$ cat src/rtl/fnn_ctrl_pkg.sv
// Shared types and defaults for the neuron weight sequencing controller.
package fnn_ctrl_pkg;

  localparam int unsigned DATA_WIDTH = 16;

  typedef enum logic [1:0] {
    StIdle,
    StRun,
    StDrain,
    StDone
  } state_e;

endpackage

$ cat src/rtl/wrap_counter.sv
// Counter that runs 0..MAX and wraps to 0; synchronous clear has priority over increment.
module wrap_counter #(
  parameter int unsigned MAX   = 9,
  parameter int unsigned Width = 4
) (
  input  logic             clk,
  input  logic             rst,
  input  logic             clr,
  input  logic             inc,
  output logic [Width-1:0] cnt,
  output logic             at_max
);

  logic [Width-1:0] cnt_q;

  always_ff @(posedge clk or posedge rst) begin
    if (rst) begin
      cnt_q <= '0;
    end else if (clr) begin
      cnt_q <= '0;
    end else if (inc) begin
      cnt_q <= at_max ? '0 : cnt_q + Width'(1);
    end
  end

  assign cnt    = cnt_q;
  assign at_max = (cnt_q == Width'(MAX));

endmodule

$ cat src/rtl/weight_seq_ctrl.sv
// Sequences one neuron pass: pairs each accepted activation with its weight for the MAC.
// Optional weight loading through the cfg stream is compiled in with WEIGHT_LOAD_EN.
module weight_seq_ctrl
  import fnn_ctrl_pkg::*;
#(
  parameter int unsigned numWeight    = 10,
  parameter int unsigned addressWidth = $clog2(numWeight),
  parameter int unsigned dataWidth    = DATA_WIDTH
) (
  input  logic                    clk,
  input  logic                    rst,
  input  logic                    start,
  output logic                    busy,
  input  logic                    x_valid,
  output logic                    x_ready,
  input  logic [dataWidth-1:0]    x_in,
  output logic                    mem_ren,
  output logic [addressWidth-1:0] mem_radd,
  input  logic [dataWidth-1:0]    mem_wout,
  output logic                    mac_valid,
  output logic [dataWidth-1:0]    mac_x,
  output logic [dataWidth-1:0]    mac_w,
  output logic                    mac_last,
  output logic                    done,
  output logic                    mem_wen,
  output logic [addressWidth-1:0] mem_wadd,
  output logic [dataWidth-1:0]    mem_win,
  input  logic                    cfg_valid,
  output logic                    cfg_ready,
  input  logic [dataWidth-1:0]    cfg_data
);

  state_e state_q, state_d;

  logic                    accept;
  logic                    rd_clr;
  logic                    rd_at_max;
  logic [addressWidth-1:0] rd_cnt;
  logic [dataWidth-1:0]    x_q;
  logic                    v_q;
  logic                    last_q;

  assign x_ready = (state_q == StRun);
  assign busy    = (state_q != StIdle);
  assign done    = (state_q == StDone);
  assign accept  = x_valid & x_ready;
  assign rd_clr  = (state_q == StIdle) & start;

  wrap_counter #(
    .MAX   (numWeight - 1),
    .Width (addressWidth)
  ) u_rd_cnt (
    .clk    (clk),
    .rst    (rst),
    .clr    (rd_clr),
    .inc    (accept),
    .cnt    (rd_cnt),
    .at_max (rd_at_max)
  );

  always_ff @(posedge clk or posedge rst) begin
    if (rst) begin
      state_q <= StIdle;
      x_q     <= '0;
      v_q     <= 1'b0;
      last_q  <= 1'b0;
    end else begin
      state_q <= state_d;
      v_q     <= accept;
      last_q  <= accept & rd_at_max;
      if (accept) begin
        x_q <= x_in;
      end
    end
  end

  always_comb begin
    state_d = state_q;
    unique case (state_q)
      StIdle:  if (start) state_d = StRun;
      StRun:   if (accept && rd_at_max) state_d = StDrain;
      StDrain: state_d = StDone;
      StDone:  state_d = StIdle;
      default: state_d = StIdle;
    endcase
  end

  assign mem_ren   = accept;
  assign mem_radd  = rd_cnt;
  assign mac_valid = v_q;
  assign mac_x     = x_q;
  assign mac_w     = mem_wout;
  assign mac_last  = v_q & last_q;

`ifdef WEIGHT_LOAD_EN
  logic                    wr;
  logic                    wr_at_max;
  logic [addressWidth-1:0] wr_cnt;

  // start wins over a pending cfg word; cfg_ready is also held low during reset
  assign cfg_ready = ~rst & (state_q == StIdle) & ~start;
  assign wr        = cfg_valid & cfg_ready;
  assign mem_wen   = wr;
  assign mem_wadd  = wr ? wr_cnt : '0;
  assign mem_win   = wr ? cfg_data : '0;

  wrap_counter #(
    .MAX   (numWeight - 1),
    .Width (addressWidth)
  ) u_wr_cnt (
    .clk    (clk),
    .rst    (rst),
    .clr    (1'b0),
    .inc    (wr),
    .cnt    (wr_cnt),
    .at_max (wr_at_max)
  );

  logic unused_wr;
  assign unused_wr = wr_at_max;
`else
  assign cfg_ready = 1'b0;
  assign mem_wen   = 1'b0;
  assign mem_wadd  = '0;
  assign mem_win   = '0;

  logic unused_cfg;
  assign unused_cfg = ^{cfg_valid, cfg_data};
`endif

endmodule
$ cat config.mk
export PLATFORM = sky130hd
export DESIGN_NAME = weight_seq_ctrl
export DESIGN_NICKNAME = d
export VERILOG_FILES = /design/src/rtl/fnn_ctrl_pkg.sv /design/src/rtl/wrap_counter.sv /design/src/rtl/weight_seq_ctrl.sv
export SDC_FILE = /design/constraint.sdc
export NUM_CORES = 1
export LEC_CHECK = 0
export BUFFER_PORTS_ARGS = -buffer_cell sky130_fd_sc_hd__clkbuf_2
export CORE_MARGIN = 5
export CORE_UTILIZATION = 38
export CTS_CLUSTER_SIZE = 16
export DETAILED_ROUTE_END_ITERATION = 8
export GPL_ROUTABILITY_DRIVEN = 0
export HOLD_SLACK_MARGIN = 0.12
export PLACE_DENSITY = 0.92
export SYNTH_ARGS = -nofsm -noshare
export SYNTH_HDL_FRONTEND = slang
export SYNTH_SLANG_ARGS = --single-unit
$ cat constraint.sdc
create_clock -name clk -period 2.05 [get_ports clk]
set_input_delay 0.205 -clock clk [delete_from_list [all_inputs] [get_ports clk]]
set_output_delay 0.205 -clock clk [all_outputs]
set_load 0.01 [all_outputs]
==> results.cfg <==
[run_status]
run_status = complete, no violations

[logic_synthesis]
syn_inst = 119
synth_edf_count = 0
synth_area_per_cell_um2 = 11.4
synth.most_common_cell = buf_4
synth.distinct_cells = 22
yosysWarningCount = 0
synth.area.top_cells = dfrtp_1 44%, buf_4 21%, mux2_2 14%
yosys-top-cells-count = 38 x buf_4, 24 x dfrtp_1, 17 x mux2_2, 7 x ha_1, 5 x inv_1
synthDominantCellAreaShare_pct = 44.4
async_reset_ff_share_pct = 100
synth.cell_area_um2 = 1350
synthFlopType = dfrtp_1
ys_seq_area_share_pct = 44.4
synth_top_area_cell = dfrtp_1
yosys_register_bits = 24

[placed_design]
numPortBuffers = 45
dp_hpwl_um = 1830

[floorplanning]
pin_count = 117
rows = 21
start_util_pct = 39.9
die_h_um = 69.7
fp.dieArea_um2 = 4850
core_um2 = 3390
die_w_um = 69.7

[global_route]
grt-ovfl-total = 0
grt_max_degree = 25
grt_pass1_wl_um = 4400
antenna_found_initial = 0
track_usage_pct = 10.9
grt_pass1_vias = 950

[cells_and_area]
n_antenna_cell = 0
area_growth_pct = 20.7
layout.nets = 227
drive_gt1_share_pct = 41.6

[critical_path]
crit_family = buffers and inverters
critPathKind = reg -> out
critPathBufInv = 3
slowest_stage = dfrtp_1
critical_path.max_stage_delay_ns = 0.43
crit_required_ns = 1.85
cp-start-kind = register
arrival_ns = 1.64
critPathCaptureType = output pin
r2r_start = state_q[1]
crit_fanout = 18
startpoint = state_q[1]
worstPathCellList = inv_1 -> ha_1 -> nand2_2 -> inv_4 -> clkbuf_2

[drt]
wire_per_inst_um = 11.8
dr.pass1.iters = 2
drt_iter0_drc = 11
drt-total-wl_um = 2510
vias_per_cell = 4.20
drcViolationCount = 0
postRouteAntennaNets = 0
via_count = 891

[cts]
clk_pin_slew_ns = 0.13
clock-root-buffer = clkbuf_4
cts_tree = done
cts-htree-levels = 1
cts_buffers = 3
clock_path_buffers = 2
clock_sinks = 24
clk_latency_ns = 0.31

[timing]
tns_ns = 0
final-max-slew-violation-count = 0
tightest_slew_ns = 0.878
setup_violations = 0
hold_viol = 0
skew_ns = 0.00528
period_minus_slack_ns = 1.85
rsz0062_at_grt = no
fin_crit_sh_pct = 90.2
slew_headroom_pct = 41.4
fmax_ghz = 0.541

[pwr]
peakVddDrop_mv = 0.582
p_total_mw = 2.07
power.density_nw_per_um2 = 1270
leakagePower_nw = 0.846

[worst_hold_path]
worstHoldStart = x_in[4]
hold_class = in -> reg

[job]
maxCapViolations = 0
-- final timing paths --
kind,to,slack (ns),depth (start not counted)
worst max-delay path,mem_ren,0.20,5
worst min-delay path,mac_x[4],0.14,2
worst max register to register,mac_x[4],0.42,5
worst min register to register,mac_x[5],0.52,1
max in group asynchronous,mac_x[3],0.92,3
min in group asynchronous,mac_x[11],0.59,3
-- worst register-to-register path: stages (launching register included) --
cell and delay [ns]:
dfrtp_1 0.43, inv_1 0.11, ha_1 0.25, nand2_2 0.15
inv_4 0.22, mux2_2 0.37
-- flip-flops by register name, summed over array words and instances, names as in the netlist --
name,count
mac_valid,1
state_q,2
u_rd_cnt.cnt,4
mac_x,16
last_q,1
-- cells in the final DEF, fill, tap and decap left out, types with 2 or more instances in the layout --
cell type / count
a21oi_1: 2
and2_1: 2
clkbuf_2: 45
clkbuf_4: 3
conb_1: 22
dfrtp_1: 24
dlygate4sd3_1: 16
ha_1: 7
inv_1: 5
mux2_2: 17
nand2_1: 4
nand3_1: 3
nor2_1: 2
or3_1: 4
-- power by group --
group	switching, mW	internal, mW	leakage [nW]
Clock	0.140	0.198	0.0279
Sequential	0.137	0.689	0.291
Combinational	0.452	0.454	0.527
Total	0.729	1.34	0.846
-- metal layers --
layer	global-route usage (%)	part of all wire (%)	wire length [µm]
met5	0	0	0
met4	2.34	0.64	16
met3	4.49	9.2	231
met2	21.1	56	1390
met1	10.9	34	864
-- cell type report --
type                            instances  area [µm²]
Sequential cell                        24         601
Clock inverter                          1        30.0
Tap cell                               46        57.6
Fill cell                             315        1760
Multi-Input combinational cell         71         512
Timing Repair Buffer                   61         385
Clock buffer                            3        22.5
Inverter                                6        25.0
-- through the flow --
stage,setup slack (ns),instance area [µm²],cells,hold slack [ns],util [%]
floorplan,0.436,1430,140,0.220,-
global placement,0.367,1420,192,0.410,41.8
detailed placement,0.301,1420,192,0.410,41.8
CTS,0.0315,1630,212,0.123,48.1
global route,0.0317,1630,212,0.126,48.2
finish,0.202,1630,212,0.144,48.2
-- what timing repair did --
action	CTS	global route
setup endpoints to repair	0	1
hold buffers	16	0
resized for setup	0	2
hold endpoints to repair	39	0
setup buffers	0	0
-- cells by family after synthesis --
kind of cell,share of synthesized area [%]
compound gates,2.50
fa+ha+maj,6.48
buf+inv,23.6
flops,44.4
mux,14.9
other cells,0.277
simple gates,7.86
No activity file was read; power rests on OpenSTA's default activity.
